==> src/rtl/dma_xfer_pkg.sv <==
// Shared types and defaults for the DMA transfer responder.
package dma_xfer_pkg;

  localparam int DMA_XFER_LEN_DEF = 100;

  typedef enum logic [1:0] {
    IDLE,
    XFER,
    DONE
  } dma_xfer_state_t;

endpackage

==> src/rtl/dma_req_edge.sv <==
// Rising-edge detector for the DMA request level. The history flop resets
// high so a request already asserted at reset release is not taken as a start.
module dma_req_edge (
  input  logic clk,
  input  logic reset_n,
  input  logic dma_req,
  output logic rise
);

  logic req_q;

  // NOTE: flops use non-blocking assignments so every register samples the
  // pre-edge values of its inputs, independent of statement order.
  always_ff @(posedge clk or negedge reset_n) begin
    if (!reset_n) req_q <= 1'b1;
    else          req_q <= dma_req;
  end

  assign rise = dma_req & ~req_q;

endmodule

==> src/rtl/dma_xfer_ctrl.sv <==
// DMA transfer responder: a request rise opens a burst of XFER_LEN beats on
// data_transfer, closed by a one-cycle done pulse (early on abort).
module dma_xfer_ctrl
  import dma_xfer_pkg::*;
#(
  parameter int XFER_LEN = DMA_XFER_LEN_DEF,
  parameter int CNT_W    = $clog2(XFER_LEN + 1)
) (
  input  logic             clk,
  input  logic             reset_n,
  input  logic             dma_req,
  input  logic             abort,
  output logic             data_transfer,
  output logic             done,
  output logic             busy,
  output logic [CNT_W-1:0] beat_cnt,
  output logic             aborted,
  output logic             overrun
);

  localparam logic [CNT_W-1:0] LAST_BEAT = CNT_W'(XFER_LEN);
  localparam logic [CNT_W-1:0] FIRST_BEAT = CNT_W'(1);

  dma_xfer_state_t  state_q, state_d;
  logic             rise;
  logic             data_transfer_d, done_d, aborted_d, overrun_d;
  logic [CNT_W-1:0] beat_cnt_d;

  dma_req_edge u_req_edge (
    .clk     (clk),
    .reset_n (reset_n),
    .dma_req (dma_req),
    .rise    (rise)
  );

  // NOTE: every signal driven here gets a default first, so no path through
  // the case statement leaves one unassigned and infers a latch.
  always_comb begin
    state_d         = state_q;
    data_transfer_d = data_transfer;
    done_d          = 1'b0;
    beat_cnt_d      = beat_cnt;
    aborted_d       = aborted;
    overrun_d       = overrun;

    unique case (state_q)
      IDLE, DONE: begin
        if (rise) begin
          state_d         = XFER;
          data_transfer_d = 1'b1;
          beat_cnt_d      = FIRST_BEAT;
          aborted_d       = 1'b0;
          overrun_d       = 1'b0;
        end else begin
          state_d         = IDLE;
          data_transfer_d = 1'b0;
        end
      end

      XFER: begin
        // A new rise mid-burst is only recorded; the burst runs on.
        if (rise) overrun_d = 1'b1;

        // The last beat wins over abort, so a late abort is a clean finish.
        if (beat_cnt == LAST_BEAT) begin
          state_d         = DONE;
          data_transfer_d = 1'b0;
          done_d          = 1'b1;
        end else if (abort) begin
          state_d         = DONE;
          data_transfer_d = 1'b0;
          done_d          = 1'b1;
          aborted_d       = 1'b1;
        end else begin
          beat_cnt_d      = beat_cnt + 1'b1;
        end
      end

      default: begin
        state_d         = IDLE;
        data_transfer_d = 1'b0;
      end
    endcase
  end

  always_ff @(posedge clk or negedge reset_n) begin
    if (!reset_n) begin
      state_q       <= IDLE;
      data_transfer <= 1'b0;
      done          <= 1'b0;
      busy          <= 1'b0;
      beat_cnt      <= '0;
      aborted       <= 1'b0;
      overrun       <= 1'b0;
    end else begin
      state_q       <= state_d;
      data_transfer <= data_transfer_d;
      done          <= done_d;
      busy          <= (state_d == XFER);
      beat_cnt      <= beat_cnt_d;
      aborted       <= aborted_d;
      overrun       <= overrun_d;
    end
  end

endmodule

==> config.mk <==
export PLATFORM = sky130hd
export DESIGN_NAME = dma_xfer_ctrl
export DESIGN_NICKNAME = d
export VERILOG_FILES = /design/src/rtl/dma_xfer_pkg.sv /design/src/rtl/dma_req_edge.sv /design/src/rtl/dma_xfer_ctrl.sv
export SDC_FILE = /design/constraint.sdc
export NUM_CORES = 1
export LEC_CHECK = 0
export ABC_AREA = 1
export BUFFER_PORTS_ARGS = -buffer_cell sky130_fd_sc_hd__buf_2
export CAP_MARGIN = 20
export CORE_MARGIN = 2
export CORE_UTILIZATION = 25
export DETAILED_ROUTE_END_ITERATION = 12
export GPL_ROUTABILITY_DRIVEN = 0
export GPL_TIMING_DRIVEN = 0
export PLACE_DENSITY_LB_ADDON = 0.25
export SYNTH_ARGS = -nofsm -noshare
export SYNTH_HDL_FRONTEND = slang
export SYNTH_SLANG_ARGS = --single-unit
==> constraint.sdc <==
create_clock -name clk -period 2.1 [get_ports clk]
set_clock_uncertainty 0.15 [all_clocks]
set_input_delay 0.105 -clock clk [delete_from_list [all_inputs] [get_ports clk]]
set_output_delay 0.105 -clock clk [all_outputs]
set_load 0.01 [all_outputs]
==> results of run 1 <==
report_power, final:
| part | total (W) | switching [W] | internal (W) |
|---|---|---|---|
| Clock | 0.000177 | 0.000106 | 0.0000710 |
| Combinational | 0.000200 | 0.000117 | 0.0000830 |
| Sequential | 0.000377 | 0.0000445 | 0.000333 |
| Total | 0.000754 | 0.000267 | 0.000487 |
synth_stat cells:
| library cell | number | area, sq um |
|---|---|---|
| a21boi_1 | 1 | 7.51 |
| a21oi_1 | 2 | 10.0 |
| buf_2 | 1 | 5.00 |
| dfrtp_1 | 14 | 350 |
| dfstp_2 | 1 | 26.3 |
| ha_1 | 2 | 25.0 |
| inv_1 | 15 | 56.3 |
| inv_2 | 1 | 3.75 |
| nand2_1 | 34 | 128 |
| nand2_2 | 1 | 6.26 |
| nand2_4 | 1 | 11.3 |
| nand3_1 | 12 | 60.1 |
| nand3_2 | 1 | 10.0 |
| nor2_1 | 9 | 33.8 |
| nor2_2 | 2 | 12.5 |
| o21ai_0 | 2 | 10.0 |
| o21ai_1 | 1 | 5.00 |
| xor2_1 | 1 | 8.76 |
worst reg2reg max path, delay by kind of cell (launching register included):
| family | cells | cell delay (ns) |
|---|---|---|
| simple gates | 5 | 0.58 |
| buf+inv | 1 | 0.08 |
| flops | 1 | 0.43 |
| fa+ha+maj | 1 | 0.21 |
worst paths after layout:
path,startpoint,endpoint
worst max register to register,beat_cnt[0],beat_cnt[1]
worst min register to register,overrun,overrun
min in group clk,dma_req,u_req_edge.req_q
worst min-delay path,reset_n,done
worst max-delay path,beat_cnt[0],beat_cnt[1]
max in group asynchronous,reset_n,u_req_edge.req_q
area by class of cell:
cell class                 instances  area, sq um  area share, %
sequential                        15          377           39.9
multi-input combinational         69          328           34.7
clock inverter                     1         5.00          0.531
timing repair buffer              18          105           11.1
clock buffer                       3         22.5           2.39
buffer                             1         5.00          0.531
tap                               33         41.3           4.38
inverter                          16         60.1           6.37
layer usage:
metal  up-vias  part of all wire [%]
met5         -                     0
met4         0                   2.9
met3         5                   3.2
met2        12                    44
met1       300                    49
li1        353                     -
sequential cells by signal (all words and copies together), names as in the netlist:
name,count
aborted,1
beat_cnt,7
busy,1
data_transfer,1
done,1
overrun,1
state_q,2
u_req_edge.req_q,1
cell usage in the layout (no fill, tap or decap), types with 3 or more instances in the layout:
cell type      count
nand2_1           34
buf_2             16
inv_1             15
dfrtp_1           14
nand3_1           12
nor2_1             9
clkbuf_4           3
dlygate4sd3_1      3
logic make-up after synthesis:
kind of cell	after synthesis	share of synthesized area, %
compound gates	6	4.23
xor+xnor	1	1.14
fa+ha+maj	2	3.25
buf+inv	17	8.45
flops	15	48.9
simple gates	60	34.0
timing repair:
action                                 4_1_cts  5_1_grt
endpoints found under the hold margin       19        0
buffers inserted                             0        0
hold buffers                                 3        0
metrics by stage:
stage | worst slack (ns) | instances
floorplan | 0.748 | 101
global route | 0.454 | 156
finish | 0.596 | 156
detailed placement | 0.596 | 149
CTS | 0.572 | 156
global placement | 0.607 | 149
==> metrics.txt, run 1 <==
# fillers=~340; WP data required=roughly 2.2 ns; Pwr Total=approximately 0.00075 W; die height=just under 60 um; Pwr Density=799 nW/um^2; Starting DRT DRC Count=15; Placed Area=886 sq um; Final nets=130; GR Layer Usage met1=roughly 14%; Critical Path AT=between 1.5 and 2 ns; synthesized flop and latch total=15; CTS tree=yes; CTS root buf=clkbuf_4; Buf/Inv on CP=1; slew margin rel.=76.7%; n_diodes=0; fin area=about 940 sq um; crit path launch type=flip-flop; syn_nets=107; DRC=0; Peak Freq=around 660 MHz; final core utilization=about a third; die footprint=3540 sq um; Routed WL=1.59 mm; Syn Area/Cell=about 7.6 sq um; critical path's slowest cell=dfrtp_1; Worst-Skew Late Latency=roughly 0.3 ns; r2r worst-path depth=7; IO Pins=16; cts repair resizes=0; Vias/cell=between 4 and 5; Die Wd=between 50 and 60 um; min Tclk post-route=around 1.5 ns; sequential fraction of the synthesis area=about 49%; aggregate global-route resource usage=around 11%; Max stage delay on crit path=0.43 ns; critical path endpoint category=flip-flop; layout cells sized above 1=between 20 and 25%; hold slack=~0.083 ns; Core Area=a little under 3000 sq um; CTS max path bufs=2; TritonCTS Buffers=3; Cell Area, Synth=slightly below 800 sq um; DRT antenna net count=0; initial antenna violation count=0; status=complete, no violations; WL/cell=between 10 and 15 um; delay-heaviest family, CP=simple AND/OR/NAND/NOR gates; via count=670; Worst path depth=7; vias in the first global route=a little over 600; total congestion overflow=0; leakage power=roughly 0.53 nW; met3 usage=2.84%; starting density of the core=between 20% and 30%; Finish-stage setup viols=0; Worst-Margin Slew=0.350 ns; Layout area overhead=22.6%; Worst VDD drop=between 0.15 and 0.2 mV; setup TNS=0 ns; CTS HTree Levels=1; count of pins over their slew limit=0; period utilisation layout=just over 70%; CP dominant cell by count=nand2_1; GR Util met2=between 15 and 20%; final hold viol count=0; grt peak-use layer=met2; WS Path Type=flip-flop to flip-flop; Max-cap violations=0; DPL Wire Length=~1.1 mm; TritonRoute pass-1 iters=4; Worst Hold Class=input port to async pin; largest net degree at the start of global routing=16; Mapped Cells=between 100 and 150; row count=20; Reg2Reg Setup Slack=0.60 ns; post-synth cell types=18; Worst-path clk slew=~0.1 ns; unrepaired setup endpoints after global routing=false; Synth warnings=0; critical-path cell list=inv_1 > ha_1 > nand3_1 > nor2_1 > nor2_2 > nand2_1 > nand2_1; Clock Sinks=15; port bufs=15; first-pass GRT wire length=roughly 2.8 mm; crit path max fanout=7
Note: power is estimated with default switching activity, not from simulation.
==> inputs of run 2 (changes only) <==
--- a/config.mk
+++ b/config.mk
@@ -5,7 +5,7 @@
 export SDC_FILE = /design/constraint.sdc
 export NUM_CORES = 1
 export LEC_CHECK = 0
-export ABC_AREA = 1
+export ABC_AREA = 0
 export BUFFER_PORTS_ARGS = -buffer_cell sky130_fd_sc_hd__buf_2
 export CAP_MARGIN = 20
 export CORE_MARGIN = 2
==> constraint.sdc (replaced) <==
create_clock -name clk -period 1.21 [get_ports clk]
set_clock_uncertainty 0.15 [all_clocks]
set_input_delay 0.0605 -clock clk [delete_from_list [all_inputs] [get_ports clk]]
set_output_delay 0.0605 -clock clk [all_outputs]
set_load 0.01 [all_outputs]
==> run 2 against run 1 <==
  * The run now ends with setup timing left
  * Sequential share of layout area shrank 2.7 points
  * Register-to-register slack worse by 1.1 ns
  * Power up 86%
  * Global-route usage decreased by 0.68 points
  * Flip-flop and latch count did not move
  * Critical path type unchanged
  * Utilization grew 5.5 points
  * Sequential power increased by 66%
  * Synthesized cell count fell by 36%
  * Non-clock buffer count rose by 9
  * Largest power group unchanged
  * Via count is 14% lower
  * Design area is 7.8% higher
==> metrics.txt, run 2 <==
commonest non-fill, non-tap cell in the layout=buf_2; Placed Area=between 800 and 900 sq um; synthesized flop and latch total=15; most common flop cell mapped by yosys=dfrtp_1; Worst Hold Class=input port to flip-flop; Core Area=around 2700 sq um; Layout area overhead=41.4%; # fillers=between 200 and 300; Finish-stage setup viols=15; Critical Path AT=approximately 1.7 ns; crit path launch type=flip-flop; unrepaired setup endpoints after global routing=true; Die Wd=just under 60 um; Register Area=around 380 sq um; Pwr Density=around 1400 nW/um^2; TritonCTS Buffers=3; final hold viol count=0; via count=about 570; Pint=roughly 0.00095 W; die footprint=roughly 3300 sq um; n_diodes=0; Synth warnings=0; WL/cell=about 12 um; top cells by count, synth=14 x dfrtp_1, 6 x nor2_1, 5 x inv_1; DPL Wire Length=between 1 and 1.5 mm; Comb power frac=between 30% and 40%; most common cell in the synthesized netlist=dfrtp_1; die height=a little under 60 um; Max-cap violations=0; EDFF count, synth=0; hold slack=around 0.027 ns; Psw=~0.00045 W; critical path endpoint category=flip-flop; area of the multi-input gates=~360 sq um; aggregate global-route resource usage=10.1%; final worst setup slack=-0.502 ns; Yosys top cell by area=dfrtp_1; Setup WS pre-CTS=-0.681 ns; sw frac=between 30% and 40%; Final nets=approximately 100; initial antenna violation count=0; largest net degree at the start of global routing=16; placed cells=~110; sequential fraction of the synthesis area=52.3%; Cell Area, Synth=approximately 720 sq um; setup TNS=-5.60 ns; Routed WL=1.51 mm; Starting DRT DRC Count=9; Reg with most FFs=beat_cnt; Worst-path clk slew=~0.1 ns; Mapped Cells=65; WS Path Type=flip-flop to flip-flop; failing checks=setup timing; Yosys top cell area share=a little under 50%; port bufs=15; CTS HTree Levels=1; DRC=0; Worst VDD drop=about 0.5 mV; Clock Sinks=15; ranking of synthesized cells by area=dfrtp_1 49%, dfstp_2 3.7%, ha_1 3.5%; CTS max path bufs=2; most frequent cells in the layout=14 x buf_2, 12 x dfrtp_1, 8 x buf_4, 5 x nor2_1; Peak Freq=584 MHz; min Tclk post-route=around 1.7 ns; DRT antenna net count=0; Syn Area/Cell=around 11 sq um; Worst-Skew Late Latency=0.28 ns; CTS tree=yes; leading registers by flop count=beat_cnt: 7 flops, state_q: 2 flops; final cell count without fillers=~130; status=finished, violations left; WP data required=between 1 and 1.5 ns; row count=19; first-pass GRT wire length=~2.5 mm; Reg power frac=~45%; post-synth cell types=28; count of pins over their slew limit=0; max FFs per register=7; period utilisation layout=141%; leakage power=around 0.5 nW; slew margin rel.=70.1%; starting density of the core=26.3%; total congestion overflow=0; crit path max fanout=8; Worst-Margin Slew=approximately 0.45 ns; clock share of power=a little over a fifth; ys async rst share=100%; layout cells sized above 1=52.1%; TritonRoute pass-1 iters=3; vias in the first global route=560; Vias/cell=4.52; syn_nets=71; CTS root buf=clkbuf_4; IO Pins=16; fin area=between 1000 and 1500 sq um
-- run 2: cell count changes in the layout (fill, tap and decap cells not counted), moves of 4 or more --
cell,previous run,this run
nand2_1,34,2
inv_1,15,1
buf_4,0,8
nand3_1,12,4
nor2_1,9,5
-- run 2: worst paths after layout --
path | depth (start not counted) | from | end | slack, ns
min in group asynchronous | 2 | reset_n | beat_cnt[3] | 0.05
max in group asynchronous | 2 | reset_n | u_req_edge.req_q | 0.55
setup / recovery | 6 | beat_cnt[1] | beat_cnt[6] | -0.50
hold reg to reg | 1 | data_transfer | data_transfer | 0.35
setup reg to reg | 6 | beat_cnt[1] | beat_cnt[6] | -0.50
hold / removal | 5 | dma_req | overrun | 0.03
-- run 2: cells by family (layout without fill, tap and decap cells) --
group | Yosys count | in the layout | synth area share (%)
buffers and inverters | 6 | 37 | 4.70
DFF | 15 | 15 | 52.3
and+or+nand+nor | 29 | 29 | 24.3
AOI/OAI and AO/OA | 12 | 12 | 13.9
xor gates and xnor gates | 1 | 1 | 1.22
adders and majority gates | 2 | 2 | 3.48
-- run 2: area by class of cell --
class / instances / area share [%]
sequential: 15 / 37.3
multi-input combinational: 44 / 35.4
timing repair buffer: 28 / 19.1
tap: 31 / 3.81
clock buffer: 4 / 2.58
inverter: 5 / 1.85
-- run 2: repair_timing --
item                                    CTS  global route
gates resized for setup                   8            12
hold buffers                              3             0
hold endpoints to repair                 18             0
setup buffers                             8             2
endpoints found under the setup margin   14            16
cloned                                    0             0
pin swaps                                 4             3
-- run 2: metal layers --
metal	vias to the layer above	wire length [um]	track usage [%]
li1	289	-	-
met1	277	682	11.9
met2	6	775	16.9
met3	2	26	0.670
met4	0	27	7.97
met5	-	0	0
-- run 2: critical path, cell delays in order, from the launching register on --
cell and delay [ns]:
dfrtp_1 0.40, inv_2 0.09, ha_4 0.13, nand4b_1 0.17
o21ba_4 0.28, and3_4 0.17, a211o_1 0.22
-- run 2: power groups by stage --
stage	clock network, W	registers (W)	logic, W
5_1_grt	0.000325	0.000639	0.000531
2_1_floorplan	0	0.000673	0.000152
3_3_place_gp	0	0.000660	0.000281
3_5_place_dp	0	0.000660	0.000286
4_1_cts	0.000305	0.000621	0.000394
6_report	0.000295	0.000625	0.000484
-- run 2: per-stage QoR --
stage / total power [W] / util [%]
4_1_cts: 0.00132 / 35.2
3_5_place_dp: 0.000946 / 30.5
2_1_floorplan: 0.000825 / -
5_1_grt: 0.00150 / 37.2
3_3_place_gp: 0.000940 / 30.5
6_report: 0.00140 / 37.2
==> inputs of run 3 (changes only) <==
==> constraint.sdc (replaced) <==
create_clock -name clk -period 1.7 [get_ports clk]
set_clock_uncertainty 0.15 [all_clocks]
set_input_delay 0.085 -clock clk [delete_from_list [all_inputs] [get_ports clk]]
set_output_delay 0.085 -clock clk [all_outputs]
set_load 0.01 [all_outputs]
==> run 3 against run 2 <==
  * The run still ends with setup timing left
  * Routed wire length is 3.6% higher
  * Non-clock buffer count stayed put
  * First-iteration DRC count is 56% lower
  * Die area stayed put
  * Power is 30% lower
  * Cell count stayed put
  * Flip-flop and latch count stayed put
  * Worst setup slack better by 0.47 ns
  * Worst hold slack worse by 0.0035 ns
  * Combinational power is 30% lower
  * Fmax is 1.2% lower
  * Critical path depth is 2 lower
  * Critical path type unchanged
==> metrics.txt, run 3 (synthesis gave the netlist of run 2 again) <==
Worst R2R End=beat_cnt[2]; vias in the first global route=600; worst hold path depth=3; largest net degree at the start of global routing=16; port bufs=15; # fillers=between 200 and 300; DRC=0; die height=57.6 um; Clock Sinks=15; leakage power=approximately 0.5 nW; RR Startpoint=state_q[1]; Vias/cell=4.76; Pint=0.000675 W; row count=19; count of pins over their slew limit=0; delay-heaviest family, CP=compound AO/OA/AOI/OAI gates; crit path max fanout=7; CTS max path bufs=2; max FFs per register=7; period utilisation layout=102%; CTS tree=yes; DRT antenna net count=0; CTS root buf=clkbuf_4; CTS HTree Levels=1; Die Wd=around 58 um; TritonCTS Buffers=3; hold slack=around 0.023 ns; Max stage delay on crit path=0.40 ns; final hold viol count=0; status=finished, violations left; Core Area=approximately 2700 sq um; HP Start=abort; final core utilization=between 30% and 40%; Peak Freq=approximately 580 MHz; n_diodes=0; critical path's slowest cell=dfrtp_1; Layout area overhead=38.6%; sw frac=31.7%; failing checks=setup timing; Reg with most FFs=beat_cnt; total congestion overflow=0; min Tclk post-route=1.73 ns; Worst Hold Class=input port to flip-flop; Pwr Total=between 0.0009 and 0.001 W; Worst-Skew Late Latency=0.28 ns; critical path endpoint category=flip-flop; Reg power frac=approximately 45%; WS Path Type=flip-flop to flip-flop; Final nets=103; crit path launch type=flip-flop; aggregate global-route resource usage=10.3%; Worst-Margin Slew=slightly below 0.4 ns; fin area=roughly 1000 sq um; die footprint=between 3000 and 4000 sq um; Pwr Density=roughly 990 nW/um^2; IO Pins=16; Comb power frac=34.3%; most frequent cells in the layout=15 x buf_2, 13 x dfrtp_1, 9 x buf_4, 5 x nor2_1; Max-cap violations=0; final worst setup slack=-0.0332 ns; area of the multi-input gates=around 350 sq um; Setup WS pre-CTS=-0.178 ns; clock share of power=20.6%; Worst-path clk slew=0.09 ns; Register Area=~380 sq um; leading registers by flop count=beat_cnt: 7 flops, state_q: 2 flops; Worst VDD drop=about 0.43 mV; Critical Path AT=around 1.8 ns; initial antenna violation count=0; WP data required=roughly 1.7 ns; Reg2Reg Setup Slack=-0.03 ns; starting density of the core=26.3%; r2r worst-path depth=4; Worst Hold End=state_q[1]; first-pass GRT wire length=2.70 mm; TritonRoute pass-1 iters=4; Psw=around 0.00031 W; slew margin rel.=between 70% and 80%; Finish-stage setup viols=3; DPL Wire Length=~960 um; unrepaired setup endpoints after global routing=true; via count=between 600 and 700; WL/cell=about 12 um; Routed WL=approximately 1.6 mm; Starting DRT DRC Count=4; commonest non-fill, non-tap cell in the layout=buf_2; layout cells sized above 1=between 50% and 60%; Buf/Inv on CP=0; critical-path cell list=or3b_4 > o21ba_4 > nor2_4 > a221o_1; Placed Area=around 830 sq um
[run 3: cell types whose count changed in the layout (fill, tap and decap cells not counted), sizes merged]
cell | before | now
dlygate4sd3 | 3 | 2
buf | 25 | 26
[run 3: how the worst max path moves through the flow]
stage,startpoint,end,slack [ns],cells past startpoint
6_report,state_q[1],beat_cnt[2],-0.03,4
5_1_grt,beat_cnt[1],beat_cnt[5],-0.09,6
4_1_cts,state_q[1],beat_cnt[2],-0.02,4
3_5_place_dp,state_q[1],beat_cnt[2],-0.18,5
3_3_place_gp,state_q[1],beat_cnt[2],-0.17,5
2_1_floorplan,beat_cnt[1],beat_cnt[5],-0.1,7
[run 3: stage by stage]
step	std cells	TNS, ns
after global placement	111	-0.707
after floorplan	65	-0.359
after detailed placement	111	-0.794
after CTS	125	-0.0237
final	127	-0.0549
after global routing	127	-0.577
[run 3: power groups by stage]
| stage | sequential [W] | combinational (W) | clock (W) |
|---|---|---|---|
| after floorplan | 0.000479 | 0.000108 | 0 |
| after global placement | 0.000470 | 0.000200 | 0 |
| after detailed placement | 0.000470 | 0.000202 | 0 |
| after CTS | 0.000445 | 0.000297 | 0.000214 |
| after global routing | 0.000453 | 0.000378 | 0.000230 |
| final | 0.000446 | 0.000339 | 0.000204 |
[run 3: final cells by class]
cell class / instances / area share [%]
inverter: 5 / 1.88
clock buffer: 4 / 2.63
multi-input combinational: 44 / 35.1
tap: 31 / 3.89
sequential: 15 / 37.9
timing repair buffer: 28 / 18.6
[run 3: layer usage]
| layer | part of all wire [%] | up-vias | wire, um | global-route usage [%] |
|---|---|---|---|---|
| li1 | - | 290 | - | - |
| met1 | 43 | 302 | 680 | 12.4 |
| met2 | 52 | 10 | 812 | 17.7 |
| met3 | 3.2 | 2 | 50 | 1.34 |
| met4 | 1.5 | 0 | 23 | 5.98 |
| met5 | 0 | - | 0 | 0 |
[run 3: repair_timing]
action | CTS | global route
resized for setup | 9 | 7
setup buffers | 9 | 2
hold buffers | 2 | 0
hold endpoints to repair | 17 | 0
gates cloned | 0 | 0
setup endpoints to repair | 8 | 11
pin swaps | 6 | 3
[run 3: worst register-to-register path, cell delays in order, from the launching register on]
cell and delay [ns]:
dfrtp_1 0.40, or3b_4 0.38, o21ba_4 0.29, nor2_4 0.09, a221o_1 0.33
